$ cat src/rtl/arb_pkg.sv
// Shared definitions for the round-robin request arbiter: FSM state encodings.
// The optional grant-hold timeout is enabled by defining ARB_TIMEOUT_EN.
package arb_pkg;

    localparam int ARB_STATE_W = 2;

    typedef enum logic [ARB_STATE_W-1:0] {
        ST_IDLE  = 2'b00,
        ST_GRANT = 2'b01,
        ST_GAP   = 2'b10
    } arb_state_e;

endpackage : arb_pkg

$ cat src/rtl/rr_req_arbiter_pick.sv
// Combinational rotate-and-priority-encode: finds the first set request
// starting just above last_id and wrapping modulo N_REQ.
module rr_pick #(
    parameter int N_REQ = 4,
    parameter int IDW   = (N_REQ > 1) ? $clog2(N_REQ) : 1
) (
    input  logic [N_REQ-1:0] req,
    input  logic [IDW-1:0]   last_id,
    output logic             valid,
    output logic [IDW-1:0]   idx
);

    localparam int SW = IDW + 1;

    logic [IDW-1:0]   cand [N_REQ];
    logic [N_REQ-1:0] hit;

    // cand[gi] is the requester index visited at search step gi.
    genvar gi;
    generate
        for (gi = 0; gi < N_REQ; gi++) begin : g_cand
            logic [SW-1:0] sum;
            assign sum       = {1'b0, last_id} + SW'(gi + 1);
            assign cand[gi]  = (sum >= SW'(N_REQ)) ? IDW'(sum - SW'(N_REQ)) : sum[IDW-1:0];
            assign hit[gi]   = req[cand[gi]];
        end
    endgenerate

    always_comb begin
        idx   = '0;
        valid = |hit;
        for (int k = N_REQ - 1; k >= 0; k--) begin
            if (hit[k]) begin
                idx = cand[k];
            end
        end
    end

endmodule : rr_pick

$ cat src/rtl/rr_req_arbiter.sv
// Round-robin arbiter FSM granting one shared resource to N_REQ requesters.
// Define ARB_TIMEOUT_EN to force a release after MAX_HOLD grant cycles.
module rr_req_arbiter
    import arb_pkg::*;
#(
    parameter int N_REQ    = 4,
    parameter int MAX_HOLD = 8
) (
    input  logic                     clk,
    input  logic                     reset,
    input  logic [N_REQ-1:0]         req,
    input  logic                     release_i,
    output logic [N_REQ-1:0]         gnt,
    output logic [$clog2(N_REQ)-1:0] gnt_id,
    output logic                     busy,
    output logic                     timeout
);

    localparam int IDW = $clog2(N_REQ);

    arb_state_e       state_q;
    logic [IDW-1:0]   last_id_q;
    logic [N_REQ-1:0] gnt_q;
    logic [IDW-1:0]   gnt_id_q;
    logic             busy_q;

    logic             pick_valid;
    logic [IDW-1:0]   pick_idx;
    logic             owner_done;
    logic             hold_expired;
    logic [N_REQ-1:0] pick_onehot;

    rr_pick #(
        .N_REQ (N_REQ),
        .IDW   (IDW)
    ) u_pick (
        .req     (req),
        .last_id (last_id_q),
        .valid   (pick_valid),
        .idx     (pick_idx)
    );

    genvar gi;
    generate
        for (gi = 0; gi < N_REQ; gi++) begin : g_onehot
            assign pick_onehot[gi] = (pick_idx == IDW'(gi));
        end
    endgenerate

    // Owner gives up the resource by dropping its request or pulsing release.
    assign owner_done = !req[gnt_id_q] || release_i;

`ifdef ARB_TIMEOUT_EN
    localparam int HOLD_W = $clog2(MAX_HOLD);

    logic [HOLD_W-1:0] hold_cnt_q;
    logic              timeout_q;

    assign hold_expired = (hold_cnt_q == HOLD_W'(MAX_HOLD - 1));

    always_ff @(posedge clk) begin
        if (reset) begin
            hold_cnt_q <= '0;
            timeout_q  <= 1'b0;
        end else begin
            timeout_q <= (state_q == ST_GRANT) && hold_expired && !owner_done;
            if (state_q == ST_IDLE && pick_valid) begin
                hold_cnt_q <= '0;
            end else if (state_q == ST_GRANT) begin
                hold_cnt_q <= hold_cnt_q + 1'b1;
            end
        end
    end

    assign timeout = timeout_q;
`else
    assign hold_expired = 1'b0;
    assign timeout      = 1'b0;
`endif

    always_ff @(posedge clk) begin
        if (reset) begin
            state_q   <= ST_IDLE;
            last_id_q <= IDW'(N_REQ - 1);
            gnt_q     <= '0;
            gnt_id_q  <= '0;
            busy_q    <= 1'b0;
        end else begin
            case (state_q)
                ST_IDLE: begin
                    if (pick_valid) begin
                        state_q  <= ST_GRANT;
                        gnt_q    <= pick_onehot;
                        gnt_id_q <= pick_idx;
                        busy_q   <= 1'b1;
                    end
                end
                ST_GRANT: begin
                    // A normal release and a forced release end the grant identically.
                    if (owner_done || hold_expired) begin
                        state_q   <= ST_GAP;
                        gnt_q     <= '0;
                        busy_q    <= 1'b0;
                        last_id_q <= gnt_id_q;
                    end
                end
                ST_GAP: begin
                    state_q <= ST_IDLE;
                end
                default: begin
                    state_q <= ST_IDLE;
                    gnt_q   <= '0;
                    busy_q  <= 1'b0;
                end
            endcase
        end
    end

    assign gnt    = gnt_q;
    assign gnt_id = gnt_id_q;
    assign busy   = busy_q;

endmodule : rr_req_arbiter

$ cat config.mk
export PLATFORM = sky130hd
export DESIGN_NAME = rr_req_arbiter
export DESIGN_NICKNAME = d
export VERILOG_FILES = /design/src/rtl/arb_pkg.sv /design/src/rtl/rr_req_arbiter_pick.sv /design/src/rtl/rr_req_arbiter.sv
export SDC_FILE = /design/constraint.sdc
export NUM_CORES = 1
export LEC_CHECK = 0
export ABC_AREA = 1
export BUFFER_PORTS_ARGS = -buffer_cell sky130_fd_sc_hd__buf_2
export CAP_MARGIN = 15
export CORE_UTILIZATION = 40
export CTS_CLUSTER_DIAMETER = 30
export CTS_CLUSTER_SIZE = 14
export DETAILED_ROUTE_END_ITERATION = 16
export MAX_ROUTING_LAYER = met4
export PLACE_DENSITY = 0.71
export SYNTH_ARGS = -nofsm -noshare
export SYNTH_HDL_FRONTEND = slang
export SYNTH_HIERARCHICAL = 1
export SYNTH_SLANG_ARGS = --single-unit
$ cat constraint.sdc
create_clock -name clk -period 1.53 [get_ports clk]
set_input_delay 0.153 -clock clk [delete_from_list [all_inputs] [get_ports clk]]
set_output_delay 0.153 -clock clk [all_outputs]
set_load 0.02 [all_outputs]
# ---- After elaboration in Yosys (flattened, before gate mapping)
# Cells that the tools add are included.
dict set report word_totals {
  ff_bits 11
  latch_bits 0
  ram_bits 0
  rom_bits 0
  inputBits 7
  elab_cells 66
  memories 0
}
dict set report classes {
  n_addsub 8
  mul 0
  n_div 0
  n_lt_le_gt_ge 9
  eq_ne 7
  shift 0
  muxes 27
  bitwise_logic 1
  reduce_logical 9
}
# op n
set op_table {}
lappend op_table {{2-bit 2-to-1 mux} 10}
lappend op_table {{2-bit by 3-bit < comparator with 1-bit output, second input constant} 5}
lappend op_table {{3-bit greater-or-equal comparator, second input constant} 4}
lappend op_table {{4-bit case mux with 3 select lines} 1}
lappend op_table {{1-bit binary-select mux with 2-bit select} 5}
lappend op_table {{4-bit 2-to-1 mux} 2}
lappend op_table {{2-bit by 1-bit subtractor with 2-bit output, second input constant} 4}
lappend op_table {{1-bit 2-to-1 mux} 7}
lappend op_table {{2-bit by 2-bit adder with 3-bit output, second input constant} 2}
lappend op_table {{2-bit equality test, second input constant} 3}
lappend op_table {{2-bit AND reduction} 3}
lappend op_table {{2-bit by 1-bit equality test with 1-bit output, second input constant} 2}
lappend op_table {{2-bit zero test} 2}
lappend op_table {{2-bit != test, second input constant} 2}
lappend op_table {{2-bit case mux with 2 select lines} 1}
lappend op_table {{4-bit OR reduction} 1}
lappend op_table {{2-bit by 1-bit adder with 3-bit output, second input constant} 1}
lappend op_table {{2-bit by 3-bit adder with 3-bit output, second input constant} 1}
lappend op_table {{1-bit case mux with 3 select lines} 1}
lappend op_table {{3-bit AND reduction} 1}
lappend op_table {{1-bit zero test} 1}
lappend op_table {{1-bit logical OR} 1}
lappend op_table {{1-bit inverter} 1}

# ---- Longest topological paths before layout
dict set report depth {
  depth_word 12
  mapped_depth 15
}

# ---- Modules after synthesis
# The synthesis kept the hierarchy.
# mod instances cells_each area_per_inst_um2 seq_area_each_um2
set modules_own_cells {}
lappend modules_own_cells {rr_req_arbiter 1 79 575.6 220.2}
lappend modules_own_cells {rr_pick 1 49 226.5 0.0}

# ---- Least setup slack after synthesis
# Ideal clock, no wire load.
dict set report synth_path {
  kind {flip-flop to flip-flop}
  startpoint {register last_id_q[0]}
  endpoint {register gnt_q[3], in the netlist gnt[3]}
  setup_ns 0.064
  t_arrival_ns 1.334
  required_time_ns 1.466
  slack_ns 0.133
  path_stages_with_launch 13
  path_cell_list {dfxtp_1 buf_6 inv_8 nand2_2 nand2_1 and2_4 nor2_2 nand3_1 nand2_1 inv_1 nor3_1 nor2_1 nor2_1}
}
dict set report synth_between {
  elab_chain_len 12
}
# item line_no
set synth_rtl {}
lappend synth_rtl {{start, declared} rr_req_arbiter.sv:22} ;# logic [IDW-1:0] last_id_q;
lappend synth_rtl {{start signal, assigned} rr_req_arbiter.sv:84} ;# last_id_q <= IDW'(N_REQ - 1);
lappend synth_rtl {{start signal, assigned} rr_req_arbiter.sv:104} ;# last_id_q <= gnt_id_q;
lappend synth_rtl {{2-bit by 3-bit adder with 3-bit output} rr_req_arbiter_pick.sv:23} ;# assign sum = {1'b0, last_id} + SW'(gi + 1);
lappend synth_rtl {{3-bit greater-or-equal comparator or 2-bit by 1-bit subtractor with 2-bit output (tied branches)} rr_req_arbiter_pick.sv:24} ;# assign cand[gi] = (sum >= SW'(N_REQ)) ? IDW'(sum - SW'(N_REQ)) : sum[IDW-1:0];
lappend synth_rtl {{2-bit 2-to-1 mux} rr_req_arbiter_pick.sv:24}
lappend synth_rtl {{1-bit binary-select mux with 2-bit select} rr_req_arbiter_pick.sv:25} ;# assign hit[gi] = req[cand[gi]];
lappend synth_rtl {{1-bit 2-to-1 mux (implied by the code)} rr_req_arbiter_pick.sv:25}
lappend synth_rtl {{2-bit 2-to-1 mux (3 in a row)} rr_req_arbiter_pick.sv:33} ;# if (hit[k]) begin
lappend synth_rtl {{2-bit 2-to-1 mux (*)} rr_req_arbiter_pick.sv:33}
lappend synth_rtl {{via pick_idx[0]} rr_req_arbiter.sv:28} ;# logic [IDW-1:0] pick_idx;
lappend synth_rtl {{2-bit equality test (*)} rr_req_arbiter.sv:46} ;# assign pick_onehot[gi] = (pick_idx == IDW'(gi));
lappend synth_rtl {{4-bit 2-to-1 mux (*)} rr_req_arbiter.sv:91} ;# if (pick_valid) begin
lappend synth_rtl {{4-bit case mux with 3 select lines (*)} rr_req_arbiter.sv:89} ;# case (state_q)
lappend synth_rtl {{end signal, assigned} rr_req_arbiter.sv:93} ;# gnt_q <= pick_onehot;
lappend synth_rtl {{end, declared} rr_req_arbiter.sv:23} ;# logic [N_REQ-1:0] gnt_q;
# Mark *: on every way through the listed nets, which the timed path passes. The rest lies on a longest branch. The select of a mux whose other input is x is not followed.
# A chain may end at the register's enable or synchronous reset.

# ---- Final worst setup path
# Ends and elaborated chain as after synthesis.

==> Flow_metrics.wiki <==
{| class="wikitable"
! Metric !! Value
|-
| Fillers || 188
|-
| Number of vias after detailed routing || between 700 and 800
|-
| Fin Setup TNS || 0 ns
|-
| Worst reg2reg path depth || 12
|-
| Endpoints failing hold || 0
|-
| Die Y || 46.8 microns
|-
| Average instance area after synthesis || 6.27 sq um
|-
| Hold-fix buffers at CTS || 0
|-
| TritonRoute pass-1 iters || 4
|-
| Clock tree sinks || 11
|-
| Status || complete, no violations
|-
| FP Rows || 15
|-
| Chip width || 46.8 microns
|-
| Number of instances on the worst hold path || 2
|-
| Area post-placement || 900 sq um
|-
| Slew Limit Fails || 0
|-
| Largest clock skew in the final design || 0.00102 ns
|-
| Fraction of the yosys area taken by sequential cells || 27.5%
|-
| Final Cell Area || 963 sq um
|-
| Initial Util || 44.5%
|-
| Synth unique cells || 24
|-
| CTS tree || yes
|-
| Req. time, crit path || 1.73 ns
|-
| Leakage Power || 0.537 nW
|-
| Startpoint of the most critical setup path || last_id_q[0]$_SDFFE_PP1P_
|-
| Maximum achievable frequency || about 660 MHz
|-
| Core area || 0.00180 sq mm
|-
| Final wirelength || 1640 microns
|-
| Buf/Inv on CP || 3
|-
| Worst reg2reg path endpoint || gnt[3]$_SDFFE_PP0P_
|-
| Share of cells above drive strength 1 || 34.5%
|-
| Number of buffers created by CTS || 3
|-
| Cell with the biggest individual delay on the critical path || sky130_fd_sc_hd__dfxtp_2
|-
| Final setup vio count || 0
|-
| Global-route wire length before repair || 2720 microns
|-
| Length of routed met3 wiring || 35 microns
|-
| Number of instances in the synthesized netlist || between 100 and 150
|-
| Leading cell type in the layout, fill and taps excluded || sky130_fd_sc_hd__nand2_1
|-
| Maximum number of pins on one net before global-route repair || 10
|-
| Worst-path cell chain || buf_12, inv_8, nand2_2, nand2_1, and2_4, nor2_2, nand3_1, nand2_2, inv_2, nor3_2, nor2_1, nor2_1
|-
| Cell type contributing the most total cell area after synthesis || sky130_fd_sc_hd__dfxtp_1
|-
| WL met2 || 850 microns
|-
| Summed instance area of the synthesized netlist || around 800 sq um
|-
| Kind of start point of the critical path || flip-flop
|-
| Origin of the worst min-delay path || reset
|-
| Reg-to-reg slack, setup || 0.02 ns
|-
| Highest fanout seen on the critical path || 9
|-
| Destination of the worst hold path || busy$_SDFFE_PP0P_
|-
| Highest routing layer actually used || met4
|-
| Starting DRC count in detailed routing || 28
|-
| Root buf cell || sky130_fd_sc_hd__clkbuf_4
|-
| Die footprint || 0.00219 sq mm
|-
| Clock input transition at the sequential cells of the worst setup and hold paths || 0.07 ns
|-
| Worst-case clock buffer depth || 2
|-
| Sort of element at the end of the critical path || flip-flop
|-
| Number of maximum-capacitance violations || 0
|-
| R2r startpoint || last_id_q[0]$_SDFFE_PP1P_
|-
| Max rail drop VDD || 0.764 mV
|-
| Number of top-level design ports || 15
|-
| I/O Buffers || 13
|-
| Final net count || 153
|-
| Period Utilization, post-route || 98.7%
|-
| Unrepaired setup endpoints after global routing || yes
|-
| Slowest stage delay, CP || 0.34 ns
|-
| Count of warnings emitted by yosys || 6
|-
| Type of the worst setup path || reg -> reg
|-
| Area share of the largest cell type after synthesis || 27.5%
|-
| Power density over the cells || 1560 mW/mm^2
|-
| Type of the tightest min-delay check || in -> reg
|-
| Insertion delay to the later sink of the worst-skew pair || between 0.2 and 0.3 ns
|-
| GR Util All Layers || 17.9%
|-
| Routed vias/inst || 4.43
|-
| Detailed placer's ending HPWL || 1290 microns
|-
| Vias in the first global route || ~700
|-
| Leftover overflow at the end of global routing || 0
|-
| Initial antenna violation count || 0
|-
| DRC violations left || 0
|-
| Clock H-tree levels || 1
|-
| Post-Synthesis Net Count || 135
|-
| Residual antenna-violating net count after detailed routing || 0
|-
| Commonest non-fill, non-tap cells in the layout || sky130_fd_sc_hd__nand2_1 (37), sky130_fd_sc_hd__inv_1 (18), sky130_fd_sc_hd__buf_2 (13)
|-
| GP Congestion || 0.829
|-
| Largest cells by area after synthesis || sky130_fd_sc_hd__dfxtp_1 (27%), sky130_fd_sc_hd__nand2_1 (19%), sky130_fd_sc_hd__inv_1 (9.8%), sky130_fd_sc_hd__nand3_1 (7.5%), sky130_fd_sc_hd__nand2_2 (4.7%)
|-
| Register bit total from synthesis || 11
|-
| Relative area change from synthesis to final layout || 20.1%
|-
| Routed WL per cell || 9.62 microns
|-
| Worst EP arrival || 1.71 ns
|-
| Top delay family on crit path || simple AND/OR/NAND/NOR gates
|-
| Count of antenna diodes in the layout || 0
|-
| Wl on met1 || 740 microns
|-
| Final critical-path required period || 1.51 ns
|}
-- area by class of cell --
| type | instances | area, sq um | share of cell area, % |
|---|---|---|---|
| sequential | 11 | 223 | 23.1 |
| multi-input combinational | 90 | 489 | 50.8 |
| inverter | 25 | 101 | 10.5 |
| clock buffer | 4 | 26.3 | 2.73 |
| tap | 25 | 31.3 | 3.25 |
| timing repair buffer | 15 | 92.6 | 9.61 |
-- flip-flops by register name, indices dropped and copies added, names as in the netlist --
| register | cells |
|---|---|
| last_id_q | 2 |
| busy | 1 |
| state_q | 2 |
| gnt_id | 2 |
| gnt | 4 |
-- repair_timing --
item	in CTS	in global routing
setup endpoints to repair	2	8
setup buffers	0	1
pin swaps	0	2
gates resized for setup	2	10
-- how the worst max path moves through the flow --
stage,endpoint,slack (ns),cells after the start
floorplan,gnt[3]$_SDFFE_PP0P_,0.13,12
global placement,last_id_q[0]$_SDFFE_PP1P_,0.05,11
detailed placement,gnt[3]$_SDFFE_PP0P_,0.01,14
CTS,gnt[3]$_SDFFE_PP0P_,0.02,14
global route,gnt[0]$_SDFFE_PP0P_,-0.08,14
finish,gnt[3]$_SDFFE_PP0P_,0.02,12
-- kinds of logic (layout without fill, tap and decap cells) --
kind of cell | count (synthesis) | in the layout | synth area share, %
AND/OR/NAND/NOR | 81 | 81 | 49.8
buffers and inverters | 27 | 44 | 15.0
flip-flops | 11 | 11 | 27.5
AO/OA/AOI/OAI | 8 | 8 | 7.33
other | 1 | 1 | 0.468
-- Yosys cell counts --
library cell and number:
sky130_fd_sc_hd__buf_4 1, sky130_fd_sc_hd__nor3_1 2, sky130_fd_sc_hd__nand2_2 6, sky130_fd_sc_hd__o21ai_0 2, sky130_fd_sc_hd__nor2_1 10, sky130_fd_sc_hd__nor2_2 1, sky130_fd_sc_hd__nand2_1 41, sky130_fd_sc_hd__buf_6 1
sky130_fd_sc_hd__nand2_4 1, sky130_fd_sc_hd__inv_8 1, sky130_fd_sc_hd__a21oi_1 3, sky130_fd_sc_hd__inv_2 3, sky130_fd_sc_hd__o21ai_2 1, sky130_fd_sc_hd__nor2_4 3, sky130_fd_sc_hd__nand3_1 12, sky130_fd_sc_hd__a21oi_2 1
sky130_fd_sc_hd__inv_1 21, sky130_fd_sc_hd__dfxtp_1 11, sky130_fd_sc_hd__nand4_1 2, sky130_fd_sc_hd__and2_4 1, sky130_fd_sc_hd__nand3_4 1, sky130_fd_sc_hd__nand3_2 1, sky130_fd_sc_hd__o21ai_4 1, sky130_fd_sc_hd__conb_1 1
-- routing by layer --
layer | up-vias | global-route usage [%]
met2 | 13 | 30.8
met1 | 318 | 20.7
met3 | 2 | 1.15
met5 | - | -
met4 | 0 | 9.14
li1 | 420 | -
-- through the flow --
stage	power, mW	cells	utilization, %	hold WS (ns)	setup WS (ns)
floorplan	1.06	128	-	0.215	0.133
global placement	1.22	165	49.9	0.360	0.0506
CTS	1.45	169	51.6	0.0799	0.0178
global route	1.63	170	53.5	0.0902	-0.0798
finish	1.51	170	53.5	0.0813	0.0206
detailed placement	1.24	165	49.9	0.367	0.0101
-- power breakdown --
group          total [mW]  switching (mW)  leakage, nW  internal [mW]
Sequential          0.440          0.0701       0.0904          0.370
Clock               0.196          0.0953       0.0150          0.101
Combinational       0.872           0.547        0.432          0.324
Power figures use the tool's default switching activity.
